$ cat config.mk
export PLATFORM = sky130hd
export DESIGN_NAME = mem_port_arbiter
export DESIGN_NICKNAME = d
export VERILOG_FILES = /design/src/rtl/mem_port_arbiter.sv
export SDC_FILE = /design/constraint.sdc
export NUM_CORES = 1
export LEC_CHECK = 0
export CAP_MARGIN = 20
export CORE_MARGIN = 1.5
export CORE_UTILIZATION = 42
export DETAILED_ROUTE_END_ITERATION = 10
export GPL_ROUTABILITY_DRIVEN = 0
export PLACE_DENSITY = 0.86
export SYNTH_ARGS = -nofsm -noshare
export SYNTH_HDL_FRONTEND = slang
export SYNTH_SLANG_ARGS = --single-unit
$ cat constraint.sdc
create_clock -name clk -period 7.7 [get_ports clk]
set_clock_uncertainty 0.15 [all_clocks]
set_input_delay 1.155 -clock clk [delete_from_list [all_inputs] [get_ports clk]]
set_output_delay 1.155 -clock clk [all_outputs]
set_load 0.005 [all_outputs]
$ cat src/rtl/mem_port_arbiter.sv
// Two-requester arbiter for the single unified memory port of the multi-cycle MIPS core.
// Round-robin between CPU and DMA, variable-latency memory via mem_ack, bounded by a timeout.
module mem_port_arbiter #(
  parameter int ADDR_W  = 32,
  parameter int DATA_W  = 32,
  parameter int TIMEOUT = 16
) (
  input  logic              clk,
  input  logic              rst,
  input  logic              cpu_req,
  input  logic              cpu_we,
  input  logic [ADDR_W-1:0] cpu_addr,
  input  logic [DATA_W-1:0] cpu_wdata,
  output logic              cpu_ack,
  output logic              cpu_err,
  input  logic              dma_req,
  input  logic              dma_we,
  input  logic [ADDR_W-1:0] dma_addr,
  input  logic [DATA_W-1:0] dma_wdata,
  output logic              dma_ack,
  output logic              dma_err,
  output logic [DATA_W-1:0] rdata,
  output logic              mem_req,
  output logic              mem_we,
  output logic [ADDR_W-1:0] mem_addr,
  output logic [DATA_W-1:0] mem_wdata,
  input  logic [DATA_W-1:0] mem_rdata,
  input  logic              mem_ack,
  output logic              busy
);

  localparam int CNT_W = $clog2(TIMEOUT + 1);
  localparam logic [CNT_W-1:0] CNT_LAST = CNT_W'(TIMEOUT - 1);
  localparam logic GRANT_CPU = 1'b0;
  localparam logic GRANT_DMA = 1'b1;

  typedef enum logic [1:0] {
    ST_IDLE   = 2'd0,
    ST_ACCESS = 2'd1,
    ST_DONE   = 2'd2
  } state_t;

  state_t            state_r, state_s;
  logic [CNT_W-1:0]  cnt_r, cnt_s;
  logic              owner_r, owner_s;
  logic              last_grant_r, last_grant_s;
  logic              win_dma_s;
  logic              mem_req_r, mem_req_s;
  logic              mem_we_r, mem_we_s;
  logic [ADDR_W-1:0] mem_addr_r, mem_addr_s;
  logic [DATA_W-1:0] mem_wdata_r, mem_wdata_s;
  logic [DATA_W-1:0] rdata_r, rdata_s;
  logic              cpu_ack_r, cpu_ack_s, cpu_err_r, cpu_err_s;
  logic              dma_ack_r, dma_ack_s, dma_err_r, dma_err_s;
  logic              busy_r, busy_s;

  // Next-state and next-output logic; acks are computed on the way into DONE so they appear registered.
  always_comb begin
    state_s      = state_r;
    cnt_s        = cnt_r;
    owner_s      = owner_r;
    last_grant_s = last_grant_r;
    win_dma_s    = 1'b0;
    mem_req_s    = mem_req_r;
    mem_we_s     = mem_we_r;
    mem_addr_s   = mem_addr_r;
    mem_wdata_s  = mem_wdata_r;
    rdata_s      = rdata_r;
    cpu_ack_s    = 1'b0;
    cpu_err_s    = 1'b0;
    dma_ack_s    = 1'b0;
    dma_err_s    = 1'b0;
    case (state_r)
      ST_IDLE: begin
        if (cpu_req || dma_req) begin
          if (cpu_req && dma_req) begin
            win_dma_s = (last_grant_r == GRANT_CPU);
          end else begin
            win_dma_s = dma_req;
          end
          owner_s      = win_dma_s ? GRANT_DMA : GRANT_CPU;
          last_grant_s = owner_s;
          mem_req_s    = 1'b1;
          mem_we_s     = win_dma_s ? dma_we    : cpu_we;
          mem_addr_s   = win_dma_s ? dma_addr  : cpu_addr;
          mem_wdata_s  = win_dma_s ? dma_wdata : cpu_wdata;
          cnt_s        = '0;
          state_s      = ST_ACCESS;
        end else begin
          state_s = ST_IDLE;
        end
      end
      ST_ACCESS: begin
        // mem_ack is checked first so a completion on the last allowed cycle is not an error
        if (mem_ack) begin
          if (!mem_we_r) begin
            rdata_s = mem_rdata;
          end else begin
            rdata_s = rdata_r;
          end
          mem_req_s = 1'b0;
          cpu_ack_s = (owner_r == GRANT_CPU);
          dma_ack_s = (owner_r == GRANT_DMA);
          state_s   = ST_DONE;
        end else if (cnt_r == CNT_LAST) begin
          rdata_s   = '0;
          mem_req_s = 1'b0;
          cpu_ack_s = (owner_r == GRANT_CPU);
          cpu_err_s = (owner_r == GRANT_CPU);
          dma_ack_s = (owner_r == GRANT_DMA);
          dma_err_s = (owner_r == GRANT_DMA);
          state_s   = ST_DONE;
        end else begin
          cnt_s = cnt_r + CNT_W'(1);
        end
      end
      ST_DONE: begin
        state_s = ST_IDLE;
      end
      default: begin
        state_s   = ST_IDLE;
        mem_req_s = 1'b0;
      end
    endcase
    busy_s = (state_s != ST_IDLE);
  end

  // State and output registers; reset abandons any in-flight access and biases the first contention to the CPU.
  always_ff @(posedge clk or posedge rst) begin
    if (rst) begin
      state_r      <= ST_IDLE;
      cnt_r        <= '0;
      owner_r      <= GRANT_CPU;
      last_grant_r <= GRANT_DMA;
      mem_req_r    <= 1'b0;
      mem_we_r     <= 1'b0;
      mem_addr_r   <= '0;
      mem_wdata_r  <= '0;
      rdata_r      <= '0;
      cpu_ack_r    <= 1'b0;
      cpu_err_r    <= 1'b0;
      dma_ack_r    <= 1'b0;
      dma_err_r    <= 1'b0;
      busy_r       <= 1'b0;
    end else begin
      state_r      <= state_s;
      cnt_r        <= cnt_s;
      owner_r      <= owner_s;
      last_grant_r <= last_grant_s;
      mem_req_r    <= mem_req_s;
      mem_we_r     <= mem_we_s;
      mem_addr_r   <= mem_addr_s;
      mem_wdata_r  <= mem_wdata_s;
      rdata_r      <= rdata_s;
      cpu_ack_r    <= cpu_ack_s;
      cpu_err_r    <= cpu_err_s;
      dma_ack_r    <= dma_ack_s;
      dma_err_r    <= dma_err_s;
      busy_r       <= busy_s;
    end
  end

  assign mem_req   = mem_req_r;
  assign mem_we    = mem_we_r;
  assign mem_addr  = mem_addr_r;
  assign mem_wdata = mem_wdata_r;
  assign rdata     = rdata_r;
  assign cpu_ack   = cpu_ack_r;
  assign cpu_err   = cpu_err_r;
  assign dma_ack   = dma_ack_r;
  assign dma_err   = dma_err_r;
  assign busy      = busy_r;

endmodule

Word level (Yosys, flattened, before mapping)
Cells that the tools add are included.
Widths: inputs -> output; s select.
{"block": "totals", "input_bits": 167, "ff_bits": 112, "out_inout_bits": 103, "elab_cells": 68}
{"block": "classes", "addsub": 1, "n_bitwise": 3, "mux": 32, "eq_ne": 8, "n_reduce_logical": 10}
{"cell": "$mux 32", "count": 5}
{"cell": "$mux 1", "count": 19}
{"cell": "$mux 5", "count": 3}
{"cell": "$pmux 5 s2", "count": 1}
{"cell": "$ne 2x2->1 const B", "count": 4}
{"cell": "$reduce_and 3->1", "count": 2}
{"cell": "$reduce_bool 2->1", "count": 3}
{"cell": "$add 5x1->5 const B", "count": 1}
{"cell": "$eq 5x4->1 const B", "count": 1}
{"cell": "$mux 2", "count": 2}
{"cell": "$pmux 2 s2", "count": 1}
{"cell": "$reduce_and 4->1", "count": 1}
{"cell": "$ne 3x3->1 const B", "count": 1}
{"cell": "$not 1->1", "count": 3}
{"cell": "$pmux 1 s3", "count": 1}
{"cell": "$eq 2x1->1 const B", "count": 1}
{"cell": "$eq 2x2->1 const B", "count": 1}
{"cell": "$logic_not 2->1", "count": 1}
{"cell": "$reduce_and 2->1", "count": 1}
{"cell": "$logic_and 1x1->1", "count": 1}
{"cell": "$logic_or 1x1->1", "count": 1}

Logic depth before layout (Yosys ltp)
{"block": "logic_depth", "depth_word": 5, "ltp_mapped": 7, "depth_no_buf": 6}

Worst setup path before layout
OpenSTA, ideal clock, no wires.
{"block": "synth_timing", "path_type": "input -> register", "start": "in dma_req", "end": "reg mem_addr_r[0], in the netlist mem_addr[0]", "setup_ns": 0.125, "setup_slack_ns": 5.235, "arrival_ns": 2.190, "cell_stages": 5, "t_required_ns": 7.425, "path_buffers": 2, "cell_sequence": "a21bo_2 buf_6 buf_6 mux2_2 mux2_2"}
{"block": "synth_between", "elab_chain_len": 5, "word_cells_on_any_way": 7}
{"item": "start: declaration", "line_no": "16", "source": "input logic dma_req,"}
{"item": "$logic_and 1x1->1", "line_no": "76", "source": "if (cpu_req && dma_req) begin"}
{"item": "$mux 1", "line_no": "76"}
{"item": "$mux 1", "line_no": "75", "source": "if (cpu_req || dma_req) begin"}
{"item": "$mux 1", "line_no": "73", "source": "case (state_r)"}
{"item": "$mux 32", "line_no": "85", "source": "mem_addr_s = win_dma_s ? dma_addr : cpu_addr;"}
{"item": "end signal: assignment", "line_no": "152", "source": "mem_addr_r <= mem_addr_s;"}
{"item": "end: declaration", "line_no": "50", "source": "logic [ADDR_W-1:0] mem_addr_r, mem_addr_s;"}
Parallel ways exist; a longest one is shown, timed or not. The select of a mux whose other input is x is not followed.
A chain may end at the register's enable or synchronous reset.

Worst setup path in the final report
{"block": "layout_timing", "start": "in dma_req", "end": "reg mem_wdata_r[11], in the netlist mem_wdata[11]"}
{"block": "layout_between", "elab_chain_len": 5, "word_cells_on_any_way": 7}
{"item": "$logic_and 1x1->1", "line_no": "76"}
{"item": "$mux 1", "line_no": "76"}
{"item": "$mux 1", "line_no": "75"}
{"item": "$mux 1", "line_no": "73"}
{"item": "$mux 32", "line_no": "86", "source": "mem_wdata_s = win_dma_s ? dma_wdata : cpu_wdata;"}
{"item": "end signal: assignment", "line_no": "153", "source": "mem_wdata_r <= mem_wdata_s;"}
{"item": "end: declaration", "line_no": "51", "source": "logic [DATA_W-1:0] mem_wdata_r, mem_wdata_s;"}
Parallel ways exist; a longest one is shown, timed or not. The select of a mux whose other input is x is not followed.

==> flow_metrics.env <==
export IMPL_outcome="complete, but fails checks"
export IMPL_violations="design-rule violations"
export IMPL_core_area_um2=11500
export IMPL_cts_sinks=112
export IMPL_setup_viol=0
export IMPL_ios=270
export IMPL_cts_root_buf="clkbuf_16"
export IMPL_placed_area_um2=7760
export IMPL_syn_area_um2=4980
export IMPL_ir_worst_vdd_uv=164
export IMPL_hold_violations=0
export IMPL_grt_pass1_vias=4093
export IMPL_startpoint_type="primary input"
export IMPL_p_leak_nw=3.33
export IMPL_finish_utilization_pct=70.3
export IMPL_min_from="mem_req"
export IMPL_drt_first_pass_iters=8
export IMPL_critPathKind="primary input to register"
export IMPL_ys_seq_elements=112
export IMPL_power_frac_clock_pct=17.2
export IMPL_holdPathStages=2
export IMPL_syn_inst=342
export IMPL_finalCritPeriodShare_pct=43.9
export IMPL_fp_dieH_um=112
export IMPL_ctsHoldBuffers=0
export IMPL_grt_pass1_wl_um=21200
export IMPL_fp_row_count=39
export IMPL_reg2regPathDepth=4
export IMPL_synth_nets=512
export IMPL_crit_path_max_fanout=46
export IMPL_fin_cells=755
export IMPL_grt_usage_pct=21.6
export IMPL_portBuffers=269
export IMPL_synthArstFlopShare_pct=100
export IMPL_initial_core_util_pct=43.3
export IMPL_drive_gt1_share_pct=25.2
export IMPL_r2r_start="state_r[0]"
export IMPL_clock_latency_ns=0.34
export IMPL_avgSynthCellArea_um2=14.6
export IMPL_tightestPinTransition_ns=0.994
export IMPL_syn2layout_area_growth_pct=62.4
export IMPL_antenna_found_initial=0
export IMPL_seq_area_um2=2800
export IMPL_synthMuxAreaShare_pct=29.6
export IMPL_synth_adder_area_share_pct=0.753
export IMPL_chipWidth_um=112
export IMPL_slew_viol_final=0
export IMPL_clk_pin_slew_ns=0.07
export IMPL_cts_inserted_buffers=9
export IMPL_stdcell_area_um2=8100
export IMPL_powerDensity_nw_per_um2=336
export IMPL_dpl_hpwl_um=10400
export IMPL_clock_tree_buffer_depth=2
export IMPL_relSlewSlack_pct=33.7
export IMPL_dp_cells=737
export IMPL_hold_path_class="register to register"
export IMPL_mostFrequentLayoutCell="clkdlybuf4s50_1"
export IMPL_h_tree_depth=3
export IMPL_vias=3839
export IMPL_maxCapViolCount=0
export IMPL_synthXorXnorAreaFrac_pct=0
export IMPL_drt_iter0_drc=180
export IMPL_nNetsFinal=777
export IMPL_yosysSeqAreaShare_pct=56.2
export IMPL_fin_tns_setup_ns=0
export IMPL_wl_um=13800
export IMPL_power_total_mw=2.72
export IMPL_final_min_clock_period_ns=3.38
export IMPL_fillerInstances=842
export IMPL_final_antenna_net_count=0
export IMPL_diodes=0
export IMPL_max_freq_mhz=296
export IMPL_multi_input_area_um2=2040
export IMPL_required_ns=7.77
export IMPL_wl_per_cell_um=18.3
export IMPL_synth_ff_type="dfrtp_1"
export IMPL_mostFrequentLayoutCells="clkdlybuf4s50_1, mux2_2, dfrtp_1"
export IMPL_grt_overflow_total=0
export IMPL_synthDistinctLibCells=35
export IMPL_synth_edf_count=0
export IMPL_dieArea_um2=12500
export IMPL_rsz0062_at_grt="no"
export IMPL_cts_tree="yes"
export IMPL_end_kind="register"
export IMPL_drc=20
export IMPL_p_int_mw=1.95
export IMPL_worstReg2RegEnd="mem_wdata[23]"
export IMPL_via_per_inst=5.08
export IMPL_grt_max_degree=80
export IMPL_min_to="mem_req"
export IMPL_power_frac_seq_pct=37.3
export IMPL_regToRegSetupSlack_ns=5.00
export IMPL_synth_compound_area_share_pct=7.58
export IMPL_switching_share_pct=28.4
export IMPL_ys_warn_count=0
export IMPL_synth_top_family_by_area="multiplexers"
export IMPL_arrival_ns=3.46
export IMPL_critPathLaunch="dma_req"
export IMPL_cts_setup_buffers=0
export IMPL_yosys_area_share_simple_pct=2.66
export IMPL_cts_resized_gates=0
export IMPL_power_switching_uw=775
export IMPL_comb_power_share_pct=45.5
logic make-up after synthesis:
family	Yosys count
AOI/OAI and AO/OA	47
adders and majority gates	3
buffers and inverters	26
DFF	112
muxes	131
and+or+nand+nor	23
synth_stat cells, types with 2 or more instances:
cell	count	area [µm²]
mux2_2	127	1430
dfrtp_1	111	2780
a22o_1	32	280
nor2_1	7	26.3
inv_1	6	22.5
buf_4	5	37.5
buf_6	5	56.3
clkbuf_1	5	18.8
buf_2	4	20.0
nand2_1	4	15.0
a21oi_1	3	15.0
ha_1	3	37.5
mux2_1	3	33.8
o22ai_1	3	18.8
and3_1	2	12.5
nor3b_1	2	15.0
o21ai_0	2	10.0
worst max path at each step:
| stage | endpoint | depth (start not counted) | slack, ns |
|---|---|---|---|
| after global placement | mem_wdata[30] | 5 | 4.05 |
| final | mem_wdata[11] | 5 | 4.32 |
| after detailed placement | mem_wdata[11] | 5 | 3.96 |
| after global routing | mem_wdata[11] | 5 | 4.18 |
| after floorplan | busy | 1 | 3.44 |
| after CTS | mem_wdata[11] | 5 | 4.33 |
layer usage:
layer,GRT usage (%),wire length [µm],share of wire [%],up-vias
met4,9.03,376,2.7,0
met3,5.39,1140,8.2,28
met5,0,0,0,-
li1,-,-,-,1779
met1,23.5,5060,37,1865
met2,40.1,7230,52,167
area by class of cell:
| cell class | instances | share of cell area, % |
|---|---|---|
| sequential | 112 | 34.6 |
| timing repair buffer | 274 | 34.0 |
| multi-input combinational | 204 | 25.1 |
| clock buffer | 11 | 3.00 |
| tap | 143 | 2.21 |
| clock inverter | 5 | 0.695 |
| inverter | 6 | 0.309 |
registers in the layout (all words and copies together) (netlist names):
name          count
busy              1
cnt_r             5
state_r           2
cpu_ack           1
rdata            32
dma_ack           1
mem_wdata        32
cpu_err           1
dma_err           1
mem_we            1
last_grant_r      1
mem_req           1
owner_r           1
mem_addr         32
critical path: stages:
cell and delay, ns:
clkdlybuf4s50_1 0.45, a21bo_2 0.53, buf_4 0.59, mux2_2 0.41
mux2_2 0.27
metrics by stage:
| stage | hold WS, ns | worst slack (ns) |
|---|---|---|
| 6_report | 0.349 | 4.32 |
| 5_1_grt | 0.366 | 4.18 |
| 4_1_cts | 0.353 | 4.33 |
| 3_5_place_dp | 0.335 | 3.96 |
| 3_3_place_gp | 0.311 | 4.05 |
| 2_1_floorplan | 0.299 | 3.44 |
power groups by stage:
stage               clock network, mW  registers (mW)  logic (mW)
global placement                    0            1.01        1.21
floorplan                           0            1.03       0.529
finish                          0.468            1.02        1.24
global route                    0.501            1.06        1.32
CTS                             0.479            1.02        1.25
detailed placement                  0            1.02        1.25
(Power assumes the default switching activity.)
